## src/rtl/multicycle_control_32.sv

```systemverilog
// Main control FSM for a multicycle MIPS datapath. It sequences the
// FETCH/DECODE/EXECUTE/MEM/WB steps, drives the datapath strobes and the
// alu_op/alu_start pair, and waits on alu_finished with a bounded timeout.
// Optional feature: define ERR_HALT_EN so that ALU error flags seen on the
// finishing cycle of an ALU state halt the FSM in ERROR (code 3 or 4).
module multicycle_control_32 #(
    parameter int ALU_TIMEOUT = 16
) (
    input  logic       clk,
    input  logic       rst,
    input  logic       instr_valid,
    input  logic [5:0] opcode,
    input  logic       alu_finished,
    input  logic       alu_err_func,
    input  logic       alu_err_op,
    output logic [1:0] alu_op,
    output logic       alu_start,
    output logic       alu_src_a,
    output logic [1:0] alu_src_b,
    output logic       i_or_d,
    output logic       mem_read,
    output logic       mem_write,
    output logic       ir_write,
    output logic       mem_to_reg,
    output logic       reg_dst,
    output logic       reg_write,
    output logic       pc_write,
    output logic       pc_write_cond,
    output logic [1:0] pc_source,
    output logic       instr_done,
    output logic [3:0] state,
    output logic [2:0] err_code
);

    typedef enum logic [3:0] {
        S_IDLE     = 4'd0,
        S_FETCH    = 4'd1,
        S_DECODE   = 4'd2,
        S_MEM_ADDR = 4'd3,
        S_MEM_RD   = 4'd4,
        S_MEM_WB   = 4'd5,
        S_MEM_WR   = 4'd6,
        S_EXEC     = 4'd7,
        S_R_WB     = 4'd8,
        S_BRANCH   = 4'd9,
        S_JUMP     = 4'd10,
        S_ERROR    = 4'd15
    } state_t;

    localparam logic [5:0] OP_RTYPE = 6'b000000;
    localparam logic [5:0] OP_LW    = 6'b100011;
    localparam logic [5:0] OP_SW    = 6'b101011;
    localparam logic [5:0] OP_BEQ   = 6'b000100;
    localparam logic [5:0] OP_J     = 6'b000010;

    localparam logic [2:0] ERR_NONE    = 3'd0;
    localparam logic [2:0] ERR_OPCODE  = 3'd1;
    localparam logic [2:0] ERR_TIMEOUT = 3'd2;
    localparam logic [2:0] ERR_FUNC    = 3'd3;
    localparam logic [2:0] ERR_ALUOP   = 3'd4;

    localparam logic [8:0] TMO = 9'(ALU_TIMEOUT);

    state_t     state_q, state_d;
    logic [7:0] cnt_q, cnt_d;     // cycles already spent in the current ALU state
    logic [2:0] err_q, err_d;
    logic [5:0] op_q, op_d;       // opcode captured when DECODE retires

    logic       is_alu;
    logic       first_cyc;
    logic       halt;
    logic [2:0] halt_code;
    logic       exit_ok;
    logic       timeout;

    assign is_alu = (state_q == S_FETCH) || (state_q == S_DECODE) ||
                    (state_q == S_MEM_ADDR) || (state_q == S_EXEC) ||
                    (state_q == S_BRANCH);

    // The entry cycle of an ALU state is the one where the counter is still zero.
    assign first_cyc = is_alu && (cnt_q == 8'd0);

`ifdef ERR_HALT_EN
    // ALU error flags only matter on the cycle the ALU reports completion.
    assign halt      = is_alu && alu_finished && (alu_err_func || alu_err_op);
    assign halt_code = alu_err_func ? ERR_FUNC : ERR_ALUOP;
`else
    logic unused_err;
    assign unused_err = alu_err_func ^ alu_err_op;
    assign halt       = 1'b0;
    assign halt_code  = ERR_NONE;
`endif

    assign exit_ok = is_alu && alu_finished && !halt;
    assign timeout = is_alu && !alu_finished && (({1'b0, cnt_q} + 9'd1) >= TMO);

    // Next-state, wait-counter, sticky error and captured-opcode logic.
    always_comb begin
        state_d = state_q;
        cnt_d   = 8'd0;
        err_d   = err_q;
        op_d    = op_q;
        case (state_q)
            S_IDLE: begin
                if (instr_valid) state_d = S_FETCH;
            end
            S_FETCH, S_DECODE, S_MEM_ADDR, S_EXEC, S_BRANCH: begin
                if (halt) begin
                    state_d = S_ERROR;
                    err_d   = halt_code;
                end else if (alu_finished) begin
                    case (state_q)
                        S_FETCH: state_d = S_DECODE;
                        S_DECODE: begin
                            op_d = opcode;
                            case (opcode)
                                OP_LW, OP_SW: state_d = S_MEM_ADDR;
                                OP_RTYPE:     state_d = S_EXEC;
                                OP_BEQ:       state_d = S_BRANCH;
                                OP_J:         state_d = S_JUMP;
                                default: begin
                                    state_d = S_ERROR;
                                    err_d   = ERR_OPCODE;
                                end
                            endcase
                        end
                        S_MEM_ADDR: state_d = (op_q == OP_LW) ? S_MEM_RD : S_MEM_WR;
                        S_EXEC:     state_d = S_R_WB;
                        default:    state_d = S_IDLE;
                    endcase
                end else if (timeout) begin
                    state_d = S_ERROR;
                    err_d   = ERR_TIMEOUT;
                end else begin
                    cnt_d = cnt_q + 8'd1;
                end
            end
            S_MEM_RD: state_d = S_MEM_WB;
            S_MEM_WB, S_MEM_WR, S_R_WB, S_JUMP: state_d = S_IDLE;
            S_ERROR: state_d = S_ERROR;
            default: state_d = S_IDLE;
        endcase
    end

    // State and bookkeeping registers; reset abandons any instruction at once.
    always_ff @(posedge clk or posedge rst) begin
        if (rst) begin
            state_q <= S_IDLE;
            cnt_q   <= 8'd0;
            err_q   <= ERR_NONE;
            op_q    <= 6'd0;
        end else begin
            state_q <= state_d;
            cnt_q   <= cnt_d;
            err_q   <= err_d;
            op_q    <= op_d;
        end
    end

    // Output decode from the state, entry flag and the ALU completion handshake.
    always_comb begin
        alu_op        = 2'b00;
        alu_start     = 1'b0;
        alu_src_a     = 1'b0;
        alu_src_b     = 2'b00;
        i_or_d        = 1'b0;
        mem_read      = 1'b0;
        mem_write     = 1'b0;
        ir_write      = 1'b0;
        mem_to_reg    = 1'b0;
        reg_dst       = 1'b0;
        reg_write     = 1'b0;
        pc_write      = 1'b0;
        pc_write_cond = 1'b0;
        pc_source     = 2'b00;
        instr_done    = 1'b0;
        case (state_q)
            S_FETCH: begin
                alu_start = first_cyc;
                alu_src_b = 2'b01;
                mem_read  = 1'b1;
                if (exit_ok) begin
                    ir_write = 1'b1;
                    pc_write = 1'b1;
                end
            end
            S_DECODE: begin
                alu_start = first_cyc;
                alu_src_b = 2'b11;
            end
            S_MEM_ADDR: begin
                alu_start = first_cyc;
                alu_src_a = 1'b1;
                alu_src_b = 2'b10;
            end
            S_MEM_RD: begin
                mem_read = 1'b1;
                i_or_d   = 1'b1;
            end
            S_MEM_WB: begin
                reg_write  = 1'b1;
                mem_to_reg = 1'b1;
                instr_done = 1'b1;
            end
            S_MEM_WR: begin
                mem_write  = 1'b1;
                i_or_d     = 1'b1;
                instr_done = 1'b1;
            end
            S_EXEC: begin
                alu_start = first_cyc;
                alu_src_a = 1'b1;
                alu_op    = 2'b10;
            end
            S_R_WB: begin
                reg_write  = 1'b1;
                reg_dst    = 1'b1;
                instr_done = 1'b1;
            end
            S_BRANCH: begin
                alu_start = first_cyc;
                alu_src_a = 1'b1;
                alu_op    = 2'b01;
                if (exit_ok) begin
                    pc_write_cond = 1'b1;
                    pc_source     = 2'b01;
                    instr_done    = 1'b1;
                end
            end
            S_JUMP: begin
                pc_write   = 1'b1;
                pc_source  = 2'b10;
                instr_done = 1'b1;
            end
            default: ;
        endcase
    end

    assign state    = state_q;
    assign err_code = err_q;

endmodule

```

## config.mk

```make
export PLATFORM = sky130hd
export DESIGN_NAME = multicycle_control_32
export DESIGN_NICKNAME = d
export VERILOG_FILES = /design/src/rtl/multicycle_control_32.sv
export SDC_FILE = /design/constraint.sdc
export NUM_CORES = 1
export LEC_CHECK = 0
export ABC_CLOCK_PERIOD_IN_PS = 2100
export CAP_MARGIN = 30
export CORE_ASPECT_RATIO = 0.6
export CORE_MARGIN = 3
export CORE_UTILIZATION = 30
export DETAILED_ROUTE_END_ITERATION = 16
export GPL_TIMING_DRIVEN = 0
export SYNTH_ARGS = -nofsm -noshare
export SYNTH_HDL_FRONTEND = slang
export SYNTH_SLANG_ARGS = --single-unit
```

## constraint.sdc

```tcl
create_clock -name clk -period 2.1 [get_ports clk]
set_input_delay 0.315 -clock clk [delete_from_list [all_inputs] [get_ports clk]]
set_output_delay 0.315 -clock clk [all_outputs]
set_load 0.01 [all_outputs]
```

# Word level (Yosys, flattened, before mapping)
# Cells that the tools add are included.
[word_totals]
register_bits = 21
in_bits = 12
wordCells = 82
[classes]
mux = 31
order_cmp = 1
n_eq_ne = 20
n_reduce_logical = 24
add_sub_neg = 2
[ops]
columns = ["op", "count"]
rows = [
  ["$pmux 4 s4", 3],
  ["$mux 8", 3],
  ["$eq 6x6->1 const B", 3],
  ["$eq 4x3->1 const B", 4],
  ["$eq 4x4->1 const B", 4],
  ["$mux 1", 12],
  ["$mux 3", 4],
  ["$mux 4", 3],
  ["$reduce_or 5->1", 2],
  ["$add 8x1->9 const B", 1],
  ["$ge 9x5->1 const B", 1],
  ["$add 8x1->8 const B", 1],
  ["$eq 4x2->1 const B", 2],
  ["$logic_not 8->1", 1],
  ["$pmux 2 s2", 2],
  ["$reduce_or 2->1", 4],
  ["$eq 6x2->1 const B", 1],
  ["$eq 6x3->1 const B", 1],
  ["$logic_not 6->1", 1],
  ["$pmux 2 s3", 1],
  ["$eq 4x1->1 const B", 1],
  ["$logic_and 1x1->1", 4],
  ["$logic_not 4->1", 1],
  ["$logic_or 1x1->1", 4],
  ["12 further kinds", 14],
]

# Longest topological paths before layout
[depth]
depth_word = 10
ltp_mapped = 7

# Worst setup path after synthesis
# No wires, ideal clock.
[synth_path]
path_type = "register to register"
start = "register state_q[2] (netlist: state[2])"
end = "register state_q[1] (netlist: state[1])"
synth_period_minus_slack_ns = 1.948
setup_ns = 0.124
stages_incl_launch_ff = 8
arrival_ns = 1.824
n_path_buf = 2
required_ns = 1.976
setup_slack_ns = 0.152
cell_sequence = "dfrtp_1 > buf_4 > nor3b_4 > a21oi_2 > or4b_1 > buf_2 > o41a_1 > a2bb2oi_1"
[synth_between]
elab_chain_len = 9
[synth_rtl]
columns = ["item", "line", "text"]
rows = [
  ["start, declared", "64", "state_t state_q, state_d;"],
  ["start signal, assigned", "153", "state_q <= state_d;"],
  ["$eq 4x1->1 / $eq 4x2->1 (equally long branches)", "76, 103, 112", ""],
  ["$logic_or 1x1->1 (2 in series)", "76", "assign is_alu = (state_q == S_FETCH) || (state_q == S_DECODE) ||"],
  ["$logic_or 1x1->1 (2 in series)", "77", "(state_q == S_MEM_ADDR) || (state_q == S_EXEC) ||"],
  ["$logic_and 1x1->1 (2 in series)", "95", "assign timeout = is_alu && !alu_finished && (({1'b0, cnt_q} + 9'd1) >= TMO);"],
  ["$ne 3x1->1 (no source line)", "-", ""],
  ["$reduce_and 2->1 (no source line)", "-", ""],
]
# Several ways; a longest one is shown, not always the timed one.
# A chain may end at the register's enable or synchronous reset.

# Worst setup path after layout
[layout_path]
start = "register cnt_q[0]"
end = "register state_q[1] (netlist: state[1])"
[layout_between]
elab_chain_len = 5
[layout_rtl]
columns = ["item", "line", "text"]
rows = [
  ["start, declared", "65", "logic [7:0] cnt_q, cnt_d;"],
  ["start signal, assigned", "154", "cnt_q <= cnt_d;"],
  ["$add 8x1->9", "95", ""],
  ["$ge 9x5->1", "95", ""],
  ["$logic_and 1x1->1", "95", ""],
  ["$ne 3x1->1 (no source line)", "-", ""],
  ["$reduce_and 2->1 (no source line)", "-", ""],
]
# Every way passes these cells.

==> impl_metrics.json <==
{
  "ioPinCount": 37,
  "startpoint_class_of_the_critical_path": "flop",
  "synthArstFlopShare_pct": 100,
  "clockBufferDepth": 2,
  "antenna_cells_inserted": 0,
  "core.rowCount": 17,
  "gp_routability_congestion": 0.869,
  "first_global_vias": 1133,
  "cp.arrival_ns": 2.15,
  "synthFlopType": "dfrtp_1",
  "floorplan.die_area_mm2": 0.00491,
  "postSynthAreaPerCell_um2": 9.14,
  "all_layer_gr_usage_pct": 13.3,
  "global_route_wire_length_before_repair_mm": 5.29,
  "drive_above_1_share_pct": 23.2,
  "htree_num_levels": 1,
  "setup-violations-final": 0,
  "drtPass1Iterations": 4,
  "synth.ff_latch_count": 20,
  "yosys.area.top_type": "dfrtp_1",
  "synth.top_cells.by_area": "dfrtp_1 (41%), mux2_2 (5.5%), nor2_1 (5.2%), nor3_1 (3.3%), inv_1 (2.1%)",
  "sum_of_routed_wire_length_over_all_layers_mm": 3.08,
  "global_route.overflow_total": 0,
  "routed_via_density": 5.00,
  "post-dp-hpwl_mm": 2.38,
  "crit_path_end_kind": "flop",
  "p_per_area_mw_per_mm2": 1280,
  "timing.max_cap.violations": 0,
  "drv_slew": 0,
  "detailedRoute.firstIterationViolations": 76,
  "floorplan.die.width_um": 88.5,
  "post-synth-top-area-fraction_pct": 40.9,
  "final.period_utilization_pct": 95.9,
  "power_leakage_nw": 0.833,
  "critPathSlowestCell": "or4b_4",
  "die_y_um": 55.5,
  "start_util_pct": 32.4,
  "critPathBufInv": 2,
  "run_status": "finished clean",
  "clock_tree_from_tritoncts": "done",
  "timing.slew.headroom_pct": 48.2,
  "timing_worst_setup_path_type": "reg -> reg",
  "finalInstanceArea_mm2": 0.00177,
  "worst-endpoint-required_ns": 2.24,
  "final_net_count": 192,
  "post_drt_wl_per_cell_um": 13.7,
  "area_growth_syn_to_layout_pct": 44.2,
  "yosys-top-cells-count": "dfrtp_1 (20), nor2_1 (17), nor3_1 (8), inv_1 (7), mux2_2 (6)",
  "finish.cell_count_without_fillers": 224,
  "postRouteAntennaNets": 0,
  "cp_slowest_stage_delay_ns": 0.46,
  "syn_area_mm2": 0.00122,
  "cell_at_the_root_of_the_clock_tree": "clkbuf_8",
  "route.detailed.drc": 0,
  "postSynthCellCount": 134,
  "coreArea_mm2": 0.00379,
  "cts_inserted_buffers": 3,
  "crit_path_cell_trace": "buf_4, ha_4, a31oi_1, a41o_1, or4b_4, buf_6, o41a_1, a2bb2oi_1",
  "power.ir.vdd_worst_uv": 401,
  "ys.warnings.count": 0,
  "post_synth_num_cell_types": 43,
  "fmax_ghz": 0.497,
  "timing.critical_path.max_delay_family": "compound AO/OA/AOI/OAI gates",
  "post-route-min-period_ns": 2.01,
  "insertion_delay_ns": 0.25,
  "synth_most_common_cell": "dfrtp_1",
  "tritoncts_sinks": 20,
  "initial_antenna_violation_count": 0,
  "seq_area_frac_synth_pct": 40.9,
  "buffer_ports.inserted": 32,
  "post_dp_cell_area_mm2": 0.00162,
  "postCtsHoldBufs": 0,
  "grt_start_max_net_pins": 21,
  "dr_total_vias": 1120,
  "clkSlewWorstSetupHoldPaths_ns": 0.07,
  "tightestPinTransition_ns": 0.777,
  "dp.cells": 217,
  "synth_enable_flop_cells": 0,
  "final_hold_viol_count": 0,
  "timing.hold.worst.class": "in -> async",
  "layout_skew_ns": 0.00188,
  "worstPathMaxFanout": 6,
  "unrepaired_setup_endpoints_after_global_routing": "false"
}
-- metrics by stage --
| step | hold slack, ns | TNS [ns] | power, W | util [%] | worst slack (ns) |
|---|---|---|---|---|---|
| 3_5_place_dp | 0.488 | -0.819 | 0.00193 | 42.8 | -0.177 |
| 5_1_grt | 0.535 | 0 | 0.00244 | 46.7 | 0.00944 |
| 6_report | 0.498 | 0 | 0.00226 | 46.7 | 0.0863 |
| 4_1_cts | 0.505 | 0 | 0.00224 | 45.1 | 0.00721 |
| 2_1_floorplan | 0.279 | 0 | 0.00140 | - | 0.152 |
| 3_3_place_gp | 0.476 | -0.598 | 0.00191 | 42.8 | -0.161 |
-- layout by cell type (no fill, tap or decap), drive strengths merged, types with 4 or more instances in the layout --
master | Yosys | layout
a21oi | 6 | 6
buf | 6 | 11
clkbuf | 5 | 8
clkdlybuf4s50 | 0 | 16
conb | 1 | 5
dfrtp | 20 | 20
dlygate4sd2 | 0 | 10
dlymetal6s2s | 0 | 4
inv | 7 | 7
mux2 | 6 | 6
nand2 | 4 | 4
nand2b | 4 | 4
nor2 | 17 | 17
nor3 | 8 | 8
o21ai | 4 | 4
-- cell families after synthesis --
kind of cell               count (synthesis)  synth area share (%)
adders and majority gates                  2                  2.04
DFF                                       20                  40.9
buffers and inverters                     18                  6.33
AOI/OAI and AO/OA                         30                  17.5
and+or+nand+nor                           52                  23.8
xor gates and xnor gates                   4                  2.86
other                                      1                 0.306
muxes                                      7                  6.33
-- power by group --
group	internal [W]	switching (W)	total, W	leakage, nW
registers	0.000503	0.0000796	0.000583	0.245
clock network	0.000167	0.000125	0.000291	0.0288
logic	0.000688	0.000698	0.00139	0.559
-- metal layers --
metal	vias up	global-route usage, %	share of wire (%)
met5	-	0	0
met4	0	1.08	0
met3	0	4.47	4.8
met2	28	20.8	48
met1	536	18.7	47
li1	556	-	-
-- path summary, 6_finish.rpt --
path	from	end	slack, ns	cells after the start
worst max-delay path	cnt_q[0]	state[1]	0.09	8
worst min-delay path	rst	op_q[1]	0.50	2
worst max register to register	cnt_q[0]	state[1]	0.09	8
worst min register to register	err_code[0]	err_code[0]	0.50	1
max in group asynchronous	rst	state[0]	1.07	2
min in group clk	err_code[0]	err_code[0]	0.50	1
-- flip-flops by register name, summed over array words and instances (netlist names) --
name	count
err_code	2
cnt_q	8
op_q	6
state	4
-- area by class of cell --
cell class | instances | area, um2
Fill cell | 378 | 2020
Multi-Input combinational cell | 100 | 712
Sequential cell | 20 | 502
Timing Repair Buffer | 37 | 350
Buffer | 9 | 62.6
Tap cell | 47 | 58.8
Clock buffer | 4 | 55.1
Inverter | 7 | 26.3
-- repair_timing --
| item | 4_1_cts | 5_1_grt |
|---|---|---|
| endpoints found under the setup margin | 17 | 10 |
| buffers inserted | 3 | 2 |
| gates resized for setup | 31 | 12 |
| pin swaps | 1 | 3 |
(Power assumes the default switching activity.)
